[src/rtl/des_pkg.sv]
// Shared definitions for the DES block packer: block geometry, packer states, pad helper.
// Latency: n/a (types, constants and a pure function only).
// Backpressure: n/a.
package des_pkg;

   localparam int BLK_W    = 64;   // DES block width in bits
   localparam int PKCS_BLK = 8;    // PKCS#5 block size in bytes

   typedef enum logic [1:0] {
      ST_FILL    = 2'd0,   // collecting plaintext bytes
      ST_PAD     = 2'd1,   // final partial block waiting to be padded and emitted
      ST_FULLPAD = 2'd2    // message ended on a block boundary, extra pad block owed
   } pk_state_t;

   localparam logic [BLK_W-1:0] FULL_PAD_BLK = {PKCS_BLK{8'h08}};

   // Pad byte for a final block holding n (1..7) message bytes.
   function automatic logic [7:0] pad_value(input logic [2:0] n, input bit pkcs);
      pad_value = pkcs ? (8'd8 - {5'd0, n}) : 8'h00;
   endfunction

endpackage

[src/rtl/des_pad_fill.sv]
// Merges the first nbytes bytes of an assembled block with a pad byte in all later positions.
// Latency: combinational.
// Backpressure: none (pure function of its inputs).
// Ports: blk = assembled bytes, byte 0 in [63:56]; nbytes = valid byte count (1..7);
//        pad = fill byte; blk_out = merged block.
module des_pad_fill
   import des_pkg::*;
(
   input  logic [BLK_W-1:0] blk,
   input  logic [2:0]       nbytes,
   input  logic [7:0]       pad,
   output logic [BLK_W-1:0] blk_out
);

   always_comb begin
      blk_out = blk;
      for (int k = 0; k < PKCS_BLK; k++) begin
         if (!(k[2:0] < nbytes)) begin
            blk_out[BLK_W-1-8*k -: 8] = pad;
         end
      end
   end

endmodule

[src/rtl/des_block_packer.sv]
// Packs a plaintext byte stream into 64-bit DES blocks, padding the final block (PKCS#5 or zero).
// Latency: a completing byte or pad step shows on msg_valid the next cycle.
// Backpressure: valid/ready on both sides; in_ready drops while padding or when a full block cannot be handed off.
// Ports: clk/rst (sync, active high); in_byte/in_valid/in_last/in_ready = byte input;
//        message[64:1]/msg_valid/msg_last/msg_ready = block output, first byte in message[64:57].
module des_block_packer
   import des_pkg::*;
#(
   parameter bit PAD_EN = 1'b1
)
(
   input  logic          clk,
   input  logic          rst,
   input  logic [7:0]    in_byte,
   input  logic          in_valid,
   input  logic          in_last,
   output logic          in_ready,
   output logic [64:1]   message,
   output logic          msg_valid,
   input  logic          msg_ready,
   output logic          msg_last
);

   pk_state_t        state_q, state_d;
   logic [BLK_W-1:0] asm_q, asm_d;
   logic [BLK_W-1:0] msg_q;
   logic [BLK_W-1:0] ld_dat;
   logic [BLK_W-1:0] pad_blk;
   logic [2:0]       cnt_q, cnt_d;
   logic [7:0]       pad_byte;
   logic             msg_valid_q, msg_last_q;
   logic             out_free, acc, ld, ld_last;

   // The output register can take a new block if it is empty or being drained this cycle.
   assign out_free = !msg_valid_q || msg_ready;

   // The 8th byte completes a block immediately, so it may only enter when the block can leave.
   assign in_ready = !rst && (state_q == ST_FILL) && !((cnt_q == 3'd7) && !out_free);
   assign acc      = in_valid && in_ready;

   // In PAD the counter holds the number of message bytes in the final block.
   assign pad_byte = pad_value(cnt_q, PAD_EN);

   des_pad_fill u_pad_fill (
      .blk     (asm_q),
      .nbytes  (cnt_q),
      .pad     (pad_byte),
      .blk_out (pad_blk)
   );

   // Drop the accepted byte into its slot; the 8th byte is visible in asm_d the same cycle.
   always_comb begin
      asm_d = asm_q;
      for (int k = 0; k < PKCS_BLK; k++) begin
         if (acc && (cnt_q == k[2:0])) begin
            asm_d[BLK_W-1-8*k -: 8] = in_byte;
         end
      end
   end

   always_comb begin
      state_d = state_q;
      cnt_d   = cnt_q;
      ld      = 1'b0;
      ld_dat  = '0;
      ld_last = 1'b0;
      case (state_q)
         ST_FILL: begin
            if (acc) begin
               if (cnt_q == 3'd7) begin
                  ld     = 1'b1;
                  ld_dat = asm_d;
                  cnt_d  = 3'd0;
                  if (in_last) begin
                     if (PAD_EN) begin
                        state_d = ST_FULLPAD;
                     end else begin
                        ld_last = 1'b1;
                     end
                  end
               end else begin
                  cnt_d = cnt_q + 3'd1;
                  if (in_last) begin
                     state_d = ST_PAD;
                  end
               end
            end
         end
         ST_PAD: begin
            if (out_free) begin
               ld      = 1'b1;
               ld_dat  = pad_blk;
               ld_last = 1'b1;
               cnt_d   = 3'd0;
               state_d = ST_FILL;
            end
         end
         ST_FULLPAD: begin
            if (out_free) begin
               ld      = 1'b1;
               ld_dat  = FULL_PAD_BLK;
               ld_last = 1'b1;
               state_d = ST_FILL;
            end
         end
         default: begin
            state_d = ST_FILL;
            cnt_d   = 3'd0;
         end
      endcase
   end

   always_ff @(posedge clk) begin
      if (rst) begin
         state_q     <= ST_FILL;
         cnt_q       <= 3'd0;
         asm_q       <= '0;
         msg_q       <= '0;
         msg_valid_q <= 1'b0;
         msg_last_q  <= 1'b0;
      end else begin
         state_q <= state_d;
         cnt_q   <= cnt_d;
         asm_q   <= asm_d;
         if (ld) begin
            msg_q       <= ld_dat;
            msg_last_q  <= ld_last;
            msg_valid_q <= 1'b1;
         end else if (msg_ready) begin
            msg_valid_q <= 1'b0;
         end
      end
   end

   assign message   = msg_q;
   assign msg_valid = msg_valid_q;
   assign msg_last  = msg_last_q;

endmodule

[config.mk]
export PLATFORM = sky130hd
export DESIGN_NAME = des_block_packer
export DESIGN_NICKNAME = d
export VERILOG_FILES = /design/src/rtl/des_pkg.sv /design/src/rtl/des_pad_fill.sv /design/src/rtl/des_block_packer.sv
export SDC_FILE = /design/constraint.sdc
export NUM_CORES = 1
export LEC_CHECK = 0
export BUFFER_PORTS_ARGS = -buffer_cell sky130_fd_sc_hd__clkbuf_2
export CAP_MARGIN = 40
export CORE_UTILIZATION = 62
export DETAILED_ROUTE_END_ITERATION = 10
export GPL_ROUTABILITY_DRIVEN = 0
export PLACE_DENSITY = 0.85
export SETUP_SLACK_MARGIN = 0.4
export SLEW_MARGIN = 20
export SYNTH_ARGS = -nofsm -noshare
export SYNTH_HDL_FRONTEND = slang
export SYNTH_SLANG_ARGS = --single-unit
[constraint.sdc]
create_clock -name clk -period 3.44 [get_ports clk]
set_input_delay 0.172 -clock clk [delete_from_list [all_inputs] [get_ports clk]]
set_output_delay 0.172 -clock clk [all_outputs]
set_load 0.03 [all_outputs]
==> flow_summary_export.csv <==
group,metric,value,unit
critical_path,critical_path.reg2reg.endpoint,"message[60]$_SDFFE_PP0P_",
clock_tree,clkTransAtPathRegs,70,ps
yosys,yosys_warnings,0,
route,vias,5776,
sta,fin_worst_hold_slack,81.2,ps
yosys,synth.cell_area,6150,um^2
critical_path,timing.rr.start,"cnt_q[1]$_SDFFE_PP0P_",
clock_tree,cts.path.max_buffers,2,
final_layout,final_design_area_no_fill,7150,um^2
sta,final.setup_skew,9.14,ps
outcome,outcome,"completed",
sta,setup_slack_after_layout,558,ps
critical_path,ff2ff_path_depth,8,
global_routing,grt_pass1_wl,28200,um
sta,rsz0062_at_grt,"no",
sta,finalHoldViolations,0,
critical_path,critical_path_arrival,3310,ps
floorplanning,fp-row-count,35,
floorplanning,fp.dieArea,10300,um^2
sta,finalSetupViolations,0,
clock_tree,htreeDepth,4,
hold_path,end_of_the_worst_hold_path,"asm_q[21]$_SDFF_PP0_",
global_routing,grt_start_max_net_pins,90,
critical_path,worst_path_buffer_plus_inverter_count,2,
yosys,synth-seq-area-share,41.4,%
clock_tree,clk_latency,530,ps
final_layout,layout-drive-gt1-share,20.9,%
global_routing,grt-ovfl-total,0,
final_layout,multi_input_comb_area,3270,um^2
clock_tree,post_cts_buffers,0,
clock_tree,cts.sink_count,127,
hold_path,holdPathStages,2,
sta,fmaxAchievable,347,MHz
clock_tree,numCtsBuffers,17,
final_layout,num-nets-final,756,
sta,timing.slew.headroom,45.4,%
placed_design,detailedPlace.worstSlack,543,ps
critical_path,end_kind,"register",
hold_path,min-delay-path-class,"in2reg",
final_layout,finalNonFillerCells,875,
yosys,synth_cell_types,51,
global_routing,grt_antenna_before_repair,0,
critical_path,cp_cell_sequence,"ha_1, ha_1, nand4b_4, buf_4, a211oi_4, buf_4, nor2_1, a311oi_1",
route,ant_nets,0,
yosys,synth_flop_cell,"sky130_fd_sc_hd__dfxtp_1",
critical_path,startpoint_type,"register",
yosys,postSynth.asyncResetShare,0,%
clock_tree,tritoncts,"done",
route,detail_route.first_pass.iterations,6,
sta,period_share,83.8,%
yosys,yosys.area.top_type,"sky130_fd_sc_hd__dfxtp_1",
placed_design,dp_hpwl,11100,um
hold_path,startpoint_of_the_worst_hold_path,"rst",
yosys,synth_enable_flop_cells,0,
pwr,cellPowerDensity,855,nW/um^2
critical_path,r2r_slack,560,ps
global_routing,first_global_vias,5629,
flow_run,drv_cap,0,
yosys,yosysTopAreaCellShare,41.4,%
final_layout,fill_cells,641,
sta,setup_total_negative_slack,0,ps
clock_tree,clk_root_buffer_cell,"sky130_fd_sc_hd__clkbuf_8",
sta,finalWorstPathRequiredPeriod,2880,ps
floorplanning,die_height,102,um
route,drt_drc_violations_left,0,
final_layout,layout-area-overhead-vs-synth,16.3,%
pwr,vdd_drop_max,0.652,mV
yosys,avgSynthCellArea,8.97,um^2
placed_design,placed_cells_incl_taps,841,
sta,worst-slew-pin-transition,812,ps
floorplanning,initial_core_util,65.3,%
floorplanning,num_io_pins,80,
critical_path,worstPathMaxFanout,52,
floorplanning,die_width,102,um
route,finalWirelength,17900,um
route,routedWlPerCell,20.5,um
route,route.detailed.vias_per_inst,6.60,
route,drt_first_iter_violations,706,
placed_design,place_area,6510,um^2
clock_tree,cts-hold-fix-buffers,0,
final_layout,layout.area.seq,2540,um^2
critical_path,path_delay_family,"buffers and inverters",
final_layout,antenna_cells_inserted,0,
yosys,synthTopCellsByArea,"sky130_fd_sc_hd__dfxtp_1 41%, sky130_fd_sc_hd__mux2i_1 14%, sky130_fd_sc_hd__nor2_1 7.7%",
pwr,total_leakage_power,2.90,nW
critical_path,slowest_delay,680,ps
sta,slew_viol_final,0,
global_routing,grtUsageTotal,35.5,%
yosys,mappedNetlistNets,708,
yosys,postSynthRegisterBits,127,
critical_path,worstSetupPathType,"reg2reg",
floorplanning,core_area,9420,um^2
yosys,post_synth_inst_count,685,
placed_design,port_buffers,79,
critical_path,critical-path-slowest-cell,"sky130_fd_sc_hd__dfxtp_1",
critical_path,critPathRequiredTime,3870,ps
## power by group
| group | leakage (nW) | switching (mW) | internal (mW) |
|---|---|---|---|
| combinational | 1.58 | 1.61 | 0.720 |
| sequential | 1.04 | 0.196 | 1.76 |
| clock | 0.285 | 0.758 | 1.06 |
## cell usage after synthesis (all sizes together) (13+ instances only)
cell / n
mux2i: 84
clkbuf: 38
o21ai: 30
mux2: 15
nor2: 126
a211oi: 36
a311oi: 19
nor3: 34
o22a: 13
nand2: 15
a21oi: 25
nand3: 17
buf: 28
dfxtp: 127
## cells in the final DEF, fill, tap and decap left out, drive strengths merged, types with 2 or more instances in the layout
cell and count:
and3b 4, buf 17, a31oi 2, ha 10
o31ai 2, and3 3, o21ai 30, clkinv 3
nand2 15, inv 19, o221ai 2, a311oi 19
clkbuf 95, nand2b 4, nand3 17, a211oi 36
a221oi 9, clkinvlp 2, a21o 2, nand3b 4
bufinv 2, o22a 13, nor2 126, a21oi 25
nor2b 3, a22oi 4, mux2 15, nand4b 3
nor3 34, a32oi 4, dfxtp 127, mux2i 84
## area by class of cell
cell class	count	share of cell area [%]
clock inverters	15	2.47
flip-flops and latches	127	35.6
clock buffers	17	5.79
well taps	129	2.26
multi-input cells	481	45.8
repair buffers	95	7.53
inverters	11	0.578
## registers in the layout, indices dropped and copies added, names as in the netlist
name       count
cnt_q          3
asm_q         56
message       64
msg_valid      1
msg_last       1
state_q        2
## worst max-delay path by stage
| stage | end | slack (ps) | startpoint | depth (start not counted) |
|---|---|---|---|---|
| 3_3_place_gp | message[60]$_SDFFE_PP0P_ | 750 | cnt_q[0]$_SDFFE_PP0P_ | 6 |
| 4_1_cts | message[41]$_SDFFE_PP0P_ | 440 | cnt_q[0]$_SDFFE_PP0P_ | 7 |
| 6_report | message[60]$_SDFFE_PP0P_ | 560 | cnt_q[1]$_SDFFE_PP0P_ | 8 |
| 5_1_grt | message[60]$_SDFFE_PP0P_ | 420 | cnt_q[1]$_SDFFE_PP0P_ | 8 |
| 3_5_place_dp | message[60]$_SDFFE_PP0P_ | 540 | cnt_q[0]$_SDFFE_PP0P_ | 6 |
| 2_1_floorplan | message[44]$_SDFFE_PP0P_ | 1310 | cnt_q[1]$_SDFFE_PP0P_ | 8 |
## routing by layer
metal,routed length [um],global-route usage [%]
met4,592,19.2
met1,7100,43.5
met2,8550,57.5
met3,1690,8.28
met5,0,0.962
## cells by family (layout without fill, tap and decap cells)
logic type / count (synthesis) / after routing / share of synthesized area, %
flip-flops: 127 / 127 / 41.4
multiplexers: 99 / 99 / 16.4
adder cells (fa/ha/maj): 10 / 10 / 2.04
AND/OR/NAND/NOR: 220 / 220 / 17.0
AO/OA/AOI/OAI: 152 / 152 / 17.5
buffers and inverters: 77 / 138 / 5.66
## what timing repair did
item / in CTS / in global routing
setup endpoints to repair: 0 / 5
gates resized for setup: 0 / 3
endpoints found under the hold margin: 0 / 0
## per-stage QoR
| stage | utilization [%] | total power [mW] |
|---|---|---|
| 2_1_floorplan | - | 3.62 |
| 3_3_place_gp | 69.2 | 4.14 |
| 3_5_place_dp | 69.2 | 4.21 |
| 4_1_cts | 75.5 | 6.04 |
| 5_1_grt | 75.9 | 6.35 |
| 6_report | 75.9 | 6.11 |
No activity file was read; power rests on OpenSTA's default activity.
